<file path="src/rtl/whack_game_ctrl.sv">
// Whack-a-mole round sequencer: LFSR mole selection, timed hit window,
// pushbutton edge detection, saturating 0-9 score and 7-segment drive.
module whack_game_ctrl #(
  parameter int unsigned WINDOW = 50_000_000,
  parameter int unsigned GAP    = 12_500_000,
  parameter int unsigned ROUNDS = 10,
  parameter logic [7:0]  SEED   = 8'hA5
) (
  input  logic       clk,
  input  logic       reset,
  input  logic       start,
  input  logic [1:0] pb,
  output logic [1:0] mole,
  output logic       hit,
  output logic [3:0] score,
  output logic [6:0] SEG,
  output logic       game_over
);

  localparam int unsigned TMAX = (WINDOW > GAP) ? WINDOW : GAP;
  localparam int unsigned TW   = $clog2(TMAX);
  localparam logic [TW-1:0] WIN_LAST = TW'(WINDOW - 1);
  localparam logic [TW-1:0] GAP_LAST = TW'(GAP - 1);
  localparam logic [7:0]    ROUNDS_B = 8'(ROUNDS);

  typedef enum logic [1:0] {
    S_IDLE,
    S_SHOW,
    S_GAP,
    S_DONE
  } state_t;

  state_t        state_q, state_d;
  logic [7:0]    lfsr_q, lfsr_d;
  logic [1:0]    mole_q, mole_d;
  logic          hit_q, hit_d;
  logic [3:0]    score_q, score_d;
  logic [7:0]    round_q, round_d;
  logic [TW-1:0] timer_q, timer_d;
  logic [1:0]    pb_q;

  logic [7:0] lfsr_step;
  logic [1:0] pb_rise;
  logic [7:0] round_inc;

  always_ff @(posedge clk or posedge reset) begin
    if (reset) begin
      state_q <= S_IDLE;
      lfsr_q  <= SEED;
      mole_q  <= '0;
      hit_q   <= 1'b0;
      score_q <= '0;
      round_q <= '0;
      timer_q <= '0;
      pb_q    <= '0;
    end else begin
      state_q <= state_d;
      lfsr_q  <= lfsr_d;
      mole_q  <= mole_d;
      hit_q   <= hit_d;
      score_q <= score_d;
      round_q <= round_d;
      timer_q <= timer_d;
      pb_q    <= pb;
    end
  end

  always_comb begin
    lfsr_step = {lfsr_q[6:0], lfsr_q[7] ^ lfsr_q[5] ^ lfsr_q[4] ^ lfsr_q[3]};
    pb_rise   = pb & ~pb_q;
    round_inc = round_q + 8'd1;

    state_d = state_q;
    lfsr_d  = lfsr_q;
    mole_d  = mole_q;
    hit_d   = 1'b0;
    score_d = score_q;
    round_d = round_q;
    timer_d = timer_q;

    case (state_q)
      S_IDLE: begin
        mole_d = '0;
        if (start) begin
          state_d = S_SHOW;
          lfsr_d  = lfsr_step;
          mole_d  = lfsr_step[0] ? 2'b10 : 2'b01;
          timer_d = '0;
        end
      end
      S_SHOW: begin
        // A hit takes priority over the window expiring on the same cycle.
        if (|(pb_rise & mole_q)) begin
          score_d = (score_q == 4'd9) ? 4'd9 : score_q + 4'd1;
          hit_d   = 1'b1;
          mole_d  = '0;
          state_d = S_GAP;
          timer_d = '0;
        end else if (timer_q == WIN_LAST) begin
          mole_d  = '0;
          state_d = S_GAP;
          timer_d = '0;
        end else begin
          timer_d = timer_q + TW'(1);
        end
      end
      S_GAP: begin
        mole_d = '0;
        if (timer_q == GAP_LAST) begin
          round_d = round_inc;
          timer_d = '0;
          if (round_inc == ROUNDS_B) begin
            state_d = S_DONE;
          end else begin
            state_d = S_SHOW;
            lfsr_d  = lfsr_step;
            mole_d  = lfsr_step[0] ? 2'b10 : 2'b01;
          end
        end else begin
          timer_d = timer_q + TW'(1);
        end
      end
      S_DONE: begin
        mole_d = '0;
        if (start) begin
          score_d = '0;
          round_d = '0;
          state_d = S_SHOW;
          lfsr_d  = lfsr_step;
          mole_d  = lfsr_step[0] ? 2'b10 : 2'b01;
          timer_d = '0;
        end
      end
      default: begin
        state_d = S_IDLE;
        mole_d  = '0;
      end
    endcase
  end

  always_comb begin
    case (score_q)
      4'd0:    SEG = 7'b1000000;
      4'd1:    SEG = 7'b1111001;
      4'd2:    SEG = 7'b0100100;
      4'd3:    SEG = 7'b0110000;
      4'd4:    SEG = 7'b0011001;
      4'd5:    SEG = 7'b0010010;
      4'd6:    SEG = 7'b0000010;
      4'd7:    SEG = 7'b1111000;
      4'd8:    SEG = 7'b0000000;
      4'd9:    SEG = 7'b0011000;
      default: SEG = 7'b1111111;
    endcase
  end

  assign mole      = mole_q;
  assign hit       = hit_q;
  assign score     = score_q;
  assign game_over = (state_q == S_DONE);

endmodule

</file>
<file path="config.mk">
export PLATFORM = sky130hd
export DESIGN_NAME = whack_game_ctrl
export DESIGN_NICKNAME = d
export VERILOG_FILES = /design/src/rtl/whack_game_ctrl.sv
export SDC_FILE = /design/constraint.sdc
export NUM_CORES = 1
export LEC_CHECK = 0
export BUFFER_PORTS_ARGS = -buffer_cell sky130_fd_sc_hd__buf_2
export CORE_UTILIZATION = 40
export DETAILED_ROUTE_END_ITERATION = 16
export GPL_TIMING_DRIVEN = 0
export PLACE_DENSITY = 0.63
export SYNTH_ARGS = -nofsm -noshare
export SYNTH_HDL_FRONTEND = slang
export SYNTH_SLANG_ARGS = --single-unit
</file>
<file path="constraint.sdc">
create_clock -name clk -period 4.3 [get_ports clk]
set_clock_uncertainty 0.1 [all_clocks]
set_input_delay 0.43 -clock clk [delete_from_list [all_inputs] [get_ports clk]]
set_output_delay 0.43 -clock clk [all_outputs]
set_load 0.01 [all_outputs]
</file>
* Word level (Yosys, flattened, before mapping)
Memories as Yosys holds them, arrays and structs flattened. Cells that the tools add are included.
Operators by class: reductions and logical operators 10, bitwise logic cells 6, mux-type cells 31, equality and inequality tests 13, add/sub/neg operators 3
Operator list (count):
- $mux 26 | 4
- $pmux 26 s3 | 1
- $mux 8 | 5
- $pmux 8 s2 | 2
- $add 26x1->26 const B | 1
- $eq 26x24->1 const B | 1
- $eq 26x26->1 const B | 1
- $mux 2 | 11
- $mux 4 | 3
- $pmux 2 s3 | 2
- $reduce_and 3->1 | 3
- $add 8x1->8 const B | 1
- $eq 8x4->1 const B | 1
- $ne 2x2->1 const B | 4
- $pmux 4 s2 | 1
- $reduce_bool 2->1 | 3
- $add 4x1->4 const B | 1
- $and 2x2->2 | 2
- $eq 2x2->1 const B | 2
- $eq 4x4->1 const B | 1
- $reduce_and 4->1 | 1
- $reduce_or 2->1 | 2
- $ne 3x3->1 const B | 1
- $xor 1x1->1 | 3
- 5 further kinds | 6
Storage, ports and cells: bits of input ports 5, flip-flop bits (word level) 53, output and inout port bits 15, memories 1, bits in read-only memories 112
Memories:
- (name not given) | words 16, width 7, read ports 1, clocked after memory_dff 0, write ports 0, RTL line 142 | case (score_q)

* Logic depth before layout (Yosys ltp)
depth in word-level cells 7, depth in mapped cells 11, depth with buffers taken out 8

* Least setup slack after synthesis
No wires, ideal clock.
path kind register -> register, start point register timer_q[0], end point register lfsr_q[1], cell stages (with the launch flop) 9, arrival time 2055 ps, path buffers 1, clock period less this slack 2280 ps, slack 2020 ps, data required time 4075 ps, path through dfrtp_1 ha_1 and3_1 clkbuf_1 nand3_1 o31ai_4 nand2_2 a211oi_4 mux2_2
On the way: cells in the longest elaborated chain, start to end 3
RTL lines:
- start, declared | RTL line 39 | logic [TW-1:0] timer_q, timer_d;
- start signal, assigned | RTL line 63 | timer_q <= timer_d;
- $eq 26x24->1 | RTL line 109 | if (timer_q == GAP_LAST) begin
- $ne 2x2->1 (no line)
- $reduce_and 4->1 (no line)
- end signal, assigned | RTL line 58 | lfsr_q <= lfsr_d;
- end, declared | RTL line 34 | logic [7:0] lfsr_q, lfsr_d;
Every way passes these cells. A chain may end at the register's enable or synchronous reset.

* Worst setup path after layout
start point register timer_q[0], end point register lfsr_q[6]
The elaborated chain is that of the path after synthesis.

==> results_dict.tcl <==
set metrics [dict create \
    worstSkewPairLatency_ps 310 \
    grt_max_degree 36 \
    p_per_area_nw_per_um2 402.4 \
    synth_cell_types 46 \
    rsz0062_at_grt "no" \
    layout-drive-gt1-share_pct 17.16 \
    track_usage_pct 15.81 \
    synthFlopType "dfrtp_1" \
    gp_congestion 0.7846 \
    layout.area.seq_um2 1331 \
    path_max_fanout 8 \
    drt_iter0_markers 98 \
    hold_buffers 0 \
    finalSetupViolCount 0 \
    cts_tree "yes" \
    finalInstanceArea_um2 3317 \
    timing.final.hold_violations 3 \
    status "finished, violations left" \
    post-dp-hpwl_um 4006 \
    clockBufferDepth 2 \
    antenna-diode-count 0 \
    area_growth_pct 11.06 \
    maxSlewViolCount 0 \
    period_share_pct 61.39 \
    synth.avg_cell_area_um2 9.634 \
    htree_levels 2 \
    core_area_um2 7253 \
    fin_setup_tns_ps 0 \
    numCtsBuffers 5 \
    maxCapViolations 0 \
    fin_crit_ps 2640 \
    cts_sinks 53 \
    ys_ff_latch 53 \
    postCtsSetupRepairBufs 0 \
    num_vias 2217 \
    ys_seq_area_share_pct 44.57 \
    cp-start-kind "flop" \
    slew_headroom_pct 68.81 \
    r2r_cells 8 \
    grt_first_pass_wirelength_um 9742 \
    path_clk_slew_ps 100 \
    ctsRootBufferMaster "clkbuf_8" \
    wl_um 5546 \
    final_cells 437 \
    synth_top_area_share_pct 41.06 \
    fin_util_pct 45.73 \
    failed_checks "hold timing" \
    initial_core_util_pct 41.18 \
    arrival_ps 2750 \
    leakagePower_nw 1.506 \
    num_io_pins 20 \
    yosysMostFrequentCell "dfrtp_1" \
    via_per_inst 5.073 \
    critPathKind "reg -> reg" \
    yosys_warnings 0 \
    syn-cell-area_um2 2987 \
    die_h_um 88.41 \
    antenna_found_initial 0 \
    wl_per_cell_um 12.69 \
    syn-num-nets 326 \
    die_x_um 88.41 \
    drcViolationCount 0 \
    fill_cells 717 \
    synthTopCellsByArea "dfrtp_1 41%, xor2_1 7.6%, nor2_1 5.3%, ha_1 4.6%, nand2_1 3.9%" \
    design.die.area_um2 7816 \
    synth_edf_count 0 \
    holdWs_ps -2.550 \
    syn_inst 310 \
    rows 31 \
    async_flop_share_pct 100.0 \
    tightest_slew_ps 464.0 \
    io_buffers 19 \
    multi_input_area_um2 1570 \
    critPathCaptureType "flop" \
    first_global_vias 2127 \
    vdd_drop_max_mv 0.1727 \
    drtPass1Iterations 4 \
    fmax_mhz 378.8 \
    ant_nets 0 \
    placed_cell_area_um2 3226 \
    yosysTopAreaCell "dfrtp_1" \
    yosys-top-cells-count "49 x dfrtp_1, 42 x nor2_1, 31 x nand2_1" \
    cp.required_ps 4410 \
    cts.repair.resized 0 \
    grt_overflow 0 \
    holdCritPathClass "in -> async" \
    nets 353 \
    placed_cells 429 \
]
-- layer usage --
layer	share of wire, %	vias up	GRT usage (%)
li1	-	1123	-
met5	0	-	0
met3	2.2	6	2.332
met2	45	29	25.66
met4	1.7	0	6.158
met1	51	1059	21.37
-- logic make-up after synthesis --
logic type / after synthesis / synth area share (%)
mux: 11 / 4.106
buf+inv: 21 / 2.849
compound gates: 44 / 10.18
simple gates: 138 / 24.30
fa+ha+maj: 11 / 4.608
flops: 53 / 44.57
xor+xnor: 32 / 9.384
-- worst max-delay path, cell delays in order (launching register included) --
cell	delay (ps)
dfrtp_1	420
ha_1	180
and3_1	150
clkbuf_1	270
nand3_1	220
o31ai_4	270
nand2_2	130
a211oi_4	400
mux2_2	390
-- layout by cell type, fill, tap and decap left out, drive strengths merged, types with 7 or more instances in the layout --
cell type  count
dfrtp         49
nor2          42
nand2         32
xor2          26
buf           24
o21ai         16
nand4         14
clkbuf        13
nand3         11
ha            11
mux2          10
inv            9
a21oi          8
and3           7
-- report_power, final --
part	switching (W)	internal, W	leakage (nW)
Clock	0.000169	0.000114	0.0364
Sequential	0.0000247	0.000525	0.713
Combinational	0.000321	0.000181	0.756
Total	0.000514	0.000821	1.51
-- final cells by class --
cell class / count / area share [%]
plain buffers: 12 / 1.547
clock buffers: 5 / 2.075
clock inverters: 3 / 0.6790
inverters: 9 / 1.018
multi-input cells: 236 / 47.34
flip-flops and latches: 53 / 40.14
well taps: 99 / 3.734
repair buffers: 20 / 3.470
-- final timing paths --
check                      slack [ps]          to  startpoint
max in group asynchronous        3510   lfsr_q[0]       reset
max reg2reg                      1660   lfsr_q[6]  timer_q[0]
min reg2reg                       380  round_q[7]  round_q[7]
min                                -3  round_q[2]       reset
max                              1660   lfsr_q[6]  timer_q[0]
min in group clk                  130     pb_q[1]       pb[1]
-- stage by stage --
stage / hold WS [ps] / setup WS, ps / power, W
after floorplan: 336.4 / 2020 / 0.0009407
after global placement: 358.4 / 1696 / 0.001060
after detailed placement: 357.4 / 1649 / 0.001069
after CTS: 3.666 / 1629 / 0.001361
after global routing: 33.38 / 1460 / 0.001442
final: -2.550 / 1660 / 0.001335
-- sequential cells by signal, summed over array words and instances (netlist names) --
signal,count
round_q,8
lfsr_q,8
score,4
hit,1
state_q,2
mole,2
pb_q,2
timer_q,26
Note: power is estimated with default switching activity, not from simulation.
